## config.mk

```make
export PLATFORM = sky130hd
export DESIGN_NAME = vga_sync_gen
export DESIGN_NICKNAME = d
export VERILOG_FILES = /design/src/rtl/vga_sync_gen_pkg.sv /design/src/rtl/vga_sync_gen_pixel_tick_gen.sv /design/src/rtl/vga_sync_gen.sv
export SDC_FILE = /design/constraint.sdc
export NUM_CORES = 1
export LEC_CHECK = 0
export CAP_MARGIN = 40
export CELL_PAD_IN_SITES_DETAIL_PLACEMENT = 1
export CELL_PAD_IN_SITES_GLOBAL_PLACEMENT = 2
export CORE_ASPECT_RATIO = 0.9
export CORE_UTILIZATION = 24
export CTS_BUF_LIST = sky130_fd_sc_hd__clkbuf_16
export CTS_CLUSTER_DIAMETER = 40
export DETAILED_ROUTE_END_ITERATION = 7
export GPL_ROUTABILITY_DRIVEN = 1
export PLACE_DENSITY_LB_ADDON = 0.1
export RECOVER_POWER = 100
export SYNTH_ARGS = -nofsm -noshare
export SYNTH_HDL_FRONTEND = slang
export SYNTH_SLANG_ARGS = --single-unit
```

## constraint.sdc

```tcl
create_clock -name clk -period 2 [get_ports clk]
set_input_delay 0.4 -clock clk [delete_from_list [all_inputs] [get_ports clk]]
set_output_delay 0.4 -clock clk [all_outputs]
set_load 0.02 [all_outputs]
```

## src/rtl/vga_sync_gen_pkg.sv

```systemverilog
// Shared VGA raster timing: default 640x480@60 constants, derived totals and sync windows,
// and the sync-bundle type used by vga_sync_gen and the pixel generators that need screen bounds.
package vga_sync_gen_pkg;

   localparam int DEF_CLK_DIV   = 4;
   localparam int DEF_H_DISPLAY = 640;
   localparam int DEF_H_FRONT   = 16;
   localparam int DEF_H_SYNC    = 96;
   localparam int DEF_H_BACK    = 48;
   localparam int DEF_V_DISPLAY = 480;
   localparam int DEF_V_FRONT   = 10;
   localparam int DEF_V_SYNC    = 2;
   localparam int DEF_V_BACK    = 33;

   localparam int DEF_H_TOTAL      = DEF_H_DISPLAY + DEF_H_FRONT + DEF_H_SYNC + DEF_H_BACK;
   localparam int DEF_V_TOTAL      = DEF_V_DISPLAY + DEF_V_FRONT + DEF_V_SYNC + DEF_V_BACK;
   localparam int DEF_H_SYNC_START = DEF_H_DISPLAY + DEF_H_FRONT;
   localparam int DEF_H_SYNC_END   = DEF_H_SYNC_START + DEF_H_SYNC - 1;
   localparam int DEF_V_SYNC_START = DEF_V_DISPLAY + DEF_V_FRONT;
   localparam int DEF_V_SYNC_END   = DEF_V_SYNC_START + DEF_V_SYNC - 1;

   localparam int COORD_W = 10;
   localparam int RGB_W   = 12;

   // hsync/vsync are active-low, so the idle bundle drives them high
   typedef struct packed {
      logic video_on;
      logic hsync;
      logic vsync;
   } sync_t;

   localparam sync_t SYNC_IDLE = '{video_on: 1'b0, hsync: 1'b1, vsync: 1'b1};

   function automatic logic in_window(input logic [COORD_W-1:0] v,
                                      input logic [COORD_W-1:0] lo,
                                      input logic [COORD_W-1:0] hi);
      return (v >= lo) && (v <= hi);
   endfunction

endpackage

```

## src/rtl/vga_sync_gen_pixel_tick_gen.sv

```systemverilog
// Pixel-rate divider: p_tick is a registered one-clk pulse, high in the clk after the
// divider count reaches CLK_DIV-1.
module pixel_tick_gen #(
   parameter int CLK_DIV = 4
) (
   input  logic clk,
   input  logic reset,
   output logic p_tick
);

   localparam int DIV_W = (CLK_DIV > 1) ? $clog2(CLK_DIV) : 1;
   localparam logic [DIV_W-1:0] DIV_LAST = DIV_W'(CLK_DIV - 1);

   logic [DIV_W-1:0] div_q, div_d;
   logic             p_tick_q;

   always_comb begin
      div_d = div_q + DIV_W'(1);
      if (div_q == DIV_LAST) div_d = '0;
   end

   always_ff @(posedge clk) begin
      if (reset) begin
         div_q    <= '0;
         p_tick_q <= 1'b0;
      end else begin
         div_q    <= div_d;
         p_tick_q <= (div_q == DIV_LAST);
      end
   end

   assign p_tick = p_tick_q;

endmodule

```

## src/rtl/vga_sync_gen.sv

```systemverilog
// VGA raster source: pixel counters, sync/blanking and colour gating.
// Define VGA_RGB_REG_EN to register rgb_out and the sync pins one extra pixel.
module vga_sync_gen
   import vga_sync_gen_pkg::*;
#(
   parameter int CLK_DIV   = DEF_CLK_DIV,
   parameter int H_DISPLAY = DEF_H_DISPLAY,
   parameter int H_FRONT   = DEF_H_FRONT,
   parameter int H_SYNC    = DEF_H_SYNC,
   parameter int H_BACK    = DEF_H_BACK,
   parameter int V_DISPLAY = DEF_V_DISPLAY,
   parameter int V_FRONT   = DEF_V_FRONT,
   parameter int V_SYNC    = DEF_V_SYNC,
   parameter int V_BACK    = DEF_V_BACK
) (
   input  logic               clk,
   input  logic               reset,
   input  logic [RGB_W-1:0]   rgb_in,
   output logic               p_tick,
   output logic [COORD_W-1:0] pixel_x,
   output logic [COORD_W-1:0] pixel_y,
   output logic               video_on,
   output logic               hsync,
   output logic               vsync,
   output logic               frame_start,
   output logic [RGB_W-1:0]   rgb_out
);

   localparam int H_TOTAL = H_DISPLAY + H_FRONT + H_SYNC + H_BACK;
   localparam int V_TOTAL = V_DISPLAY + V_FRONT + V_SYNC + V_BACK;

   localparam logic [COORD_W-1:0] H_LAST   = COORD_W'(H_TOTAL - 1);
   localparam logic [COORD_W-1:0] V_LAST   = COORD_W'(V_TOTAL - 1);
   localparam logic [COORD_W-1:0] H_VIS    = COORD_W'(H_DISPLAY);
   localparam logic [COORD_W-1:0] V_VIS    = COORD_W'(V_DISPLAY);
   localparam logic [COORD_W-1:0] HS_START = COORD_W'(H_DISPLAY + H_FRONT);
   localparam logic [COORD_W-1:0] HS_END   = COORD_W'(H_DISPLAY + H_FRONT + H_SYNC - 1);
   localparam logic [COORD_W-1:0] VS_START = COORD_W'(V_DISPLAY + V_FRONT);
   localparam logic [COORD_W-1:0] VS_END   = COORD_W'(V_DISPLAY + V_FRONT + V_SYNC - 1);

   logic               tick;
   logic [COORD_W-1:0] x_q, x_d, y_q, y_d;
   sync_t              sync_q, sync_d;
   logic               frame_q;

   pixel_tick_gen #(.CLK_DIV(CLK_DIV)) u_tick (
      .clk    (clk),
      .reset  (reset),
      .p_tick (tick)
   );

   always_comb begin
      x_d = x_q + COORD_W'(1);
      y_d = y_q;
      if (x_q == H_LAST) begin
         x_d = '0;
         y_d = (y_q == V_LAST) ? '0 : y_q + COORD_W'(1);
      end
   end

   // Decoded from the next counts so the registered flags line up with pixel_x/pixel_y
   always_comb begin
      sync_d          = SYNC_IDLE;
      sync_d.video_on = (x_d < H_VIS) && (y_d < V_VIS);
      sync_d.hsync    = ~in_window(x_d, HS_START, HS_END);
      sync_d.vsync    = ~in_window(y_d, VS_START, VS_END);
   end

   always_ff @(posedge clk) begin
      if (reset) begin
         x_q     <= '0;
         y_q     <= '0;
         sync_q  <= SYNC_IDLE;
         frame_q <= 1'b0;
      end else begin
         frame_q <= 1'b0;
         if (tick) begin
            x_q     <= x_d;
            y_q     <= y_d;
            sync_q  <= sync_d;
            frame_q <= (x_d == '0) && (y_d == '0);
         end
      end
   end

   assign p_tick      = tick;
   assign pixel_x     = x_q;
   assign pixel_y     = y_q;
   assign frame_start = frame_q;

`ifdef VGA_RGB_REG_EN
   sync_t            pin_q;
   logic [RGB_W-1:0] rgb_q;

   always_ff @(posedge clk) begin
      if (reset) begin
         pin_q <= SYNC_IDLE;
         rgb_q <= '0;
      end else if (tick) begin
         pin_q <= sync_q;
         rgb_q <= sync_q.video_on ? rgb_in : '0;
      end
   end

   assign video_on = pin_q.video_on;
   assign hsync    = pin_q.hsync;
   assign vsync    = pin_q.vsync;
   assign rgb_out  = rgb_q;
`else
   assign video_on = sync_q.video_on;
   assign hsync    = sync_q.hsync;
   assign vsync    = sync_q.vsync;
   assign rgb_out  = sync_q.video_on ? rgb_in : '0;
`endif

endmodule

```

; Word level (Yosys, flattened, before mapping)
; Index checks and enable logic that the tools add are counted.
[word_totals]
reg_bits = 27
input_bits = 14
out_inout_bits = 37
wordCells = 35
[op_classes]
add_sub_neg = 3
n_lt_le_gt_ge = 6
eq_ne = 3
n_mux = 4
n_bitwise = 3
reduce_logical = 8
[ops]
columns = op, count
row1 = $mux 10, 3
row2 = $add 10x1->10 const B, 2
row3 = $eq 10x10->1 const B, 2
row4 = $logic_not 10->1, 2
row5 = $mux 12, 1
row6 = $ge 10x10->1 const B, 1
row7 = $ge 10x9->1 const B, 1
row8 = $le 10x10->1 const B, 1
row9 = $le 10x9->1 const B, 1
row10 = $lt 10x10->1 const B, 1
row11 = $lt 10x9->1 const B, 1
row12 = $logic_and 1x1->1, 4
row13 = $reduce_or 2->1, 2
row14 = $not 1->1, 3
row15 = $add 2x1->2 const B, 1
row16 = $eq 2x2->1 const B, 1

; Depth between registers and ports, before layout
[logic_depth]
ltp_word = 6
depth_mapped = 9
depth_no_buf = 8

; Modules after synthesis
; From an unflattened synthesis, not the netlist that was laid out.
[hier_totals]
cells_unflattened = 248
area_unflattened_um2 = 1868.0
[modules_own_cells]
columns = module, instances, cells_per_inst, area_per_inst_um2, seq_area_each_um2
row1 = vga_sync_gen, 1, 241, 1764.2, 480.5
row2 = pixel_tick_gen, 1, 7, 103.8, 60.1

; Least setup slack after synthesis
; OpenSTA, ideal clock, no wires.
[synth_path]
kind = reg-to-reg
start = register x_q[0], in the netlist pixel_x[0]
end = register sync_q (netlist bit vsync)
setup_ps = 137
arrival_ps = 1997
required_time_ps = 1863
path_slack_ps = -134
stages_incl_launch_ff = 9
n_path_buf = 1
period_less_slack_ps = 2134
path_cell_list = dfxtp_1 > ha_1 > nand3b_4 > nor3_2 > buf_2 > nand3_1 > xor2_1 > nor4_1 > a31oi_1
[synth_between]
elab_chain_cells = 5
word_cells_on_any_way = 6
classes_between = order compare: 2 / eq/ne: 1 / mux: 1 / bitwise: 1 / reduce/logical: 1
[synth_lines]
columns = element, line_no
row1 = start: declaration, vga_sync_gen.sv:42  ; logic [COORD_W-1:0] x_q, x_d, y_q, y_d;
row2 = start signal: assignment, vga_sync_gen.sv:71  ; x_q <= '0;
row3 = start signal: assignment, vga_sync_gen.sv:78  ; x_q <= x_d;
row4 = $eq 10x10->1 *, vga_sync_gen.sv:55  ; if (x_q == H_LAST) begin
row5 = $mux 10 *, vga_sync_gen.sv:55
row6 = $ge 10x9->1 / $le 10x9->1 (equally long branches), vga_sync_gen_pkg.sv:37  ; return (v >= lo) && (v <= hi);
row7 = $logic_and 1x1->1 *, vga_sync_gen_pkg.sv:37
row8 = $not 1->1 *, vga_sync_gen.sv:66  ; sync_d.vsync = ~in_window(y_d, VS_START, VS_END);
row9 = end signal: assignment, vga_sync_gen.sv:80  ; sync_q <= sync_d;
row10 = end: declaration, vga_sync_gen.sv:43  ; sync_t sync_q, sync_d;
; Mark *: on every way between the ends. The rest lies on a longest branch, timed or not.
; A chain may end at the register's enable or synchronous reset.

; Worst setup path in the final report
[layout_path]
start = input rgb_in[10]
end = output rgb_out[10]
[layout_between]
elab_chain_cells = 1
[layout_lines]
columns = element, line_no
row1 = start: declaration, vga_sync_gen.sv:18  ; input logic [RGB_W-1:0] rgb_in,
row2 = $mux 12, vga_sync_gen.sv:113  ; assign rgb_out = sync_q.video_on ? rgb_in : '0;
row3 = end: declaration, vga_sync_gen.sv:26  ; output logic [RGB_W-1:0] rgb_out
; Every way passes these cells.

==> results by group <==
Status
  • Status: complete, no violations

Setup path
  • Crit. End Element: primary output
  • Worst Path Required: 1.60 ns
  • CP delay by family, top: buffers and inverters
  • Critical path's slowest cell: clkdlybuf4s50_1
  • Worst Path Buf+Inv: 2
  • Startpoint types: primary input
  • Top cell by count, worst path: clkdlybuf4s50_1
  • Largest fanout on the critical path: 1
  • WP data arrival: 1.56 ns
  • Crit path kind: in -> out
  • Crit-path max cell delay: 0.60 ns
  • CP cell instances: clkdlybuf4s50_1, and2_1, clkdlybuf4s50_1

Route
  • Post-route ant nets: 0
  • Iter 0 DRT Violations: 36
  • DRC viols: 0
  • Drt first pass iters: 4
  • Drt total wl: 6.279 mm
  • Vias post-DR: 2022
  • WL/cell: 15.28 µm
  • Vias/cell: 4.920

Logic synthesis
  • Most used DFF post-synth: dfxtp_1
  • Synth warn: 0
  • Mapped Area: 0.001843 mm²
  • Synth cell types: between 40 and 50
  • Synthesized flop and latch total: 27
  • Fraction of registers with async set or reset after synthesis: 0%
  • Post-synth EDFFs: 0
  • Fraction of the yosys area taken by sequential cells: 29.33%
  • Post-synthesis average cell area: 7.744 µm²
  • Synthesized Nets: 257
  • Cell count after synthesis: 238

Power
  • VDD IR max: 396.5 µV
  • Total Power: between 1 and 1.5 mW
  • Lkg Pwr: 1.117 nW
  • Clock Power Share: between 40% and 50%
  • Switching Fraction: 22.60%
  • Pwr dens: 398.4 mW/mm²
  • Fraction of power consumed by sequential logic: 49.2%
  • Logic pwr share: 10.2%
  • Internal Power: slightly below 0.9 mW
  • Net Sw Power: 0.2560 mW

Global route
  • Met1 Usage GRT: 23.34%
  • Initial antenna violation count: 0
  • GRT met3 Usage: between 3 and 4%
  • Number of global-route vias before repair: 1885
  • Gr usage total: 15.60%
  • Largest net degree at the start of global routing: 27
  • First-pass GRT wire length: 9.818 mm
  • Top Usage Layer GRT: met1
  • Grt met2 use: 22.99%
  • Grt ovf: 0

Place
  • # port buffers: 50
  • HPWL Detailed: roughly 4.6 mm
  • RD Place Congestion: 0.8114

Final layout
  • # diodes: 0
  • Most common cell after layout, fill and taps aside: buf_4
  • Nets: 338
  • Share of cells above drive strength 1: 25.16%
  • Final core utilization: between 30% and 40%
  • Most frequent cells in the layout: buf_4, clkdlybuf4s50_1, nor2_1, dfxtp_1
  • Fill count: between 800 and 900
  • Area Growth Syn to Fin: 54.31%

Floorplan
  • Starting Density: 25.52%
  • Die Y: 85.14 µm
  • CORE AREA: 0.007221 mm²
  • Boundary Pins: 51
  • Area of the die: roughly 0.0080 mm²
  • Row cnt: 29
  • Die W: 94.37 µm

STA
  • Tmin final: 1.963 ns
  • Final Cycle Share: between 90 and 100%
  • Slew margin rel.: 56.84%
  • Max Freq: 509.4 MHz
  • Clock skew: 0.003449 ns
  • Slew Limit Fails: 0
  • Worst-margin pin slew: 0.6474 ns
  • RSZ-0062 raised after global routing: true
  • Final Hold Fails: 0
  • Final Setup Violations: 0

Clock tree
  • H-tree depth: 1
  • CTS Sinks: 27
  • CTS clk-pin slew, worst paths: 0.07 ns
  • CTS tree: built
  • TritonCTS Buffers: 3
  • Worst-Skew Late Latency: 0.26 ns
  • Root Buffer: clkbuf_16
  • Clock Path Buffers: 2

Run
  • Max-capacitance violation count: 0

Min path
  • Min-Delay Path Class: reg -> reg
[power by group through the flow]
stage / Combinational, mW / Clock, mW / Sequential [mW]
finish: 0.116 / 0.459 / 0.558
global route: 0.126 / 0.499 / 0.560
CTS: 0.121 / 0.478 / 0.557
detailed placement: 0.121 / 0 / 0.570
global placement: 0.119 / 0 / 0.569
floorplan: 0.0482 / 0 / 0.574
[stage by stage]
step	std cells	setup TNS, ns	area [µm²]	worst slack, ns	hold WS, ns
floorplan	238	0	1848	0.03515	0.4073
global placement	401	-0.09070	2655	-0.04547	0.4171
detailed placement	401	-0.2060	2655	-0.06986	0.4405
CTS	406	-0.0004183	2755	-0.0004183	0.4506
global route	411	-0.1423	2844	-0.05131	0.4706
finish	411	0	2844	0.03690	0.4380
[cell usage after synthesis (2+ instances only)]
library cell / number / area share, %
nand4_1: 10 / 3.4
xor2_1: 10 / 4.8
nor2_1: 29 / 5.9
ha_1: 5 / 3.4
and3_1: 6 / 2.0
nand2_1: 11 / 2.2
dfxtp_1: 27 / 29
buf_2: 7 / 1.9
nor2b_1: 4 / 1.4
a31oi_1: 4 / 1.4
nand3_1: 11 / 3.0
xnor2_1: 5 / 2.4
clkbuf_1: 7 / 1.4
a211oi_1: 5 / 2.0
a21oi_1: 13 / 3.5
buf_4: 5 / 2.0
inv_1: 6 / 1.2
and2_1: 13 / 4.4
nand4b_1: 3 / 1.4
nand3b_4: 2 / 2.2
nand3b_1: 2 / 0.81
nor3_1: 11 / 3.0
and4_1: 3 / 1.4
nor3_2: 2 / 1.1
nor4_1: 2 / 0.68
o21ai_0: 13 / 3.5
or3_1: 2 / 0.68
[sequential cells by signal, indices dropped and copies added (netlist names)]
register and count:
pixel_x 10, pixel_y 10, u_tick.div_q 2, frame_start 1, hsync 1, u_tick.p_tick 1
video_on 1, vsync 1
[cells by family after synthesis]
family,Yosys count,synth area share [%]
and+or+nand+nor,117,36.59
adders and majority gates,5,3.394
xor gates and xnor gates,15,7.128
AOI/OAI and AO/OA,47,15.82
DFF,27,29.33
muxes,1,0.5431
buffers and inverters,26,7.196
[worst register-to-register path, stage by stage (launching register included)]
cell and delay, ns:
dfxtp_2 0.36, ha_4 0.16, nand3b_4 0.09, nor3_4 0.28, buf_6 0.15, nand3_4 0.06, xor2_2 0.19, nor4_2 0.29
buf_4 0.17, a31oi_1 0.06
[what timing repair did]
| item | in CTS | in global routing |
|---|---|---|
| resized for setup | 3 | 32 |
| setup endpoints to repair | 8 | 18 |
| setup buffers | 1 | 5 |
| pin swaps | 1 | 11 |
| hold buffers | 0 | 0 |
[layer usage]
layer  up-vias  wire [µm]
met5         -          0
met3         4        306
met4         0         48
met1       962       3324
li1       1009          -
met2        47       2600
[path summary, 6_finish.rpt]
path,cells after the start,to,slack (ns),start
max,3,rgb_out[10],0.04,rgb_in[10]
min,1,u_tick.div_q[0],0.44,u_tick.div_q[0]
max reg2reg,9,vsync,0.08,pixel_x[1]
min reg2reg,1,u_tick.div_q[0],0.44,u_tick.div_q[0]
[area by class of cell]
type / instances / area, µm² / share of cell area (%)
timing repair buffer: 96 / 797.0 / 28.02
multi-input combinational: 185 / 1280 / 45.01
inverter: 6 / 22.52 / 0.7919
clock inverter: 1 / 3.754 / 0.1320
tap: 93 / 116.4 / 4.092
clock buffer: 3 / 75.07 / 2.640
sequential: 27 / 549.3 / 19.31
Note: power is estimated with default switching activity, not from simulation.
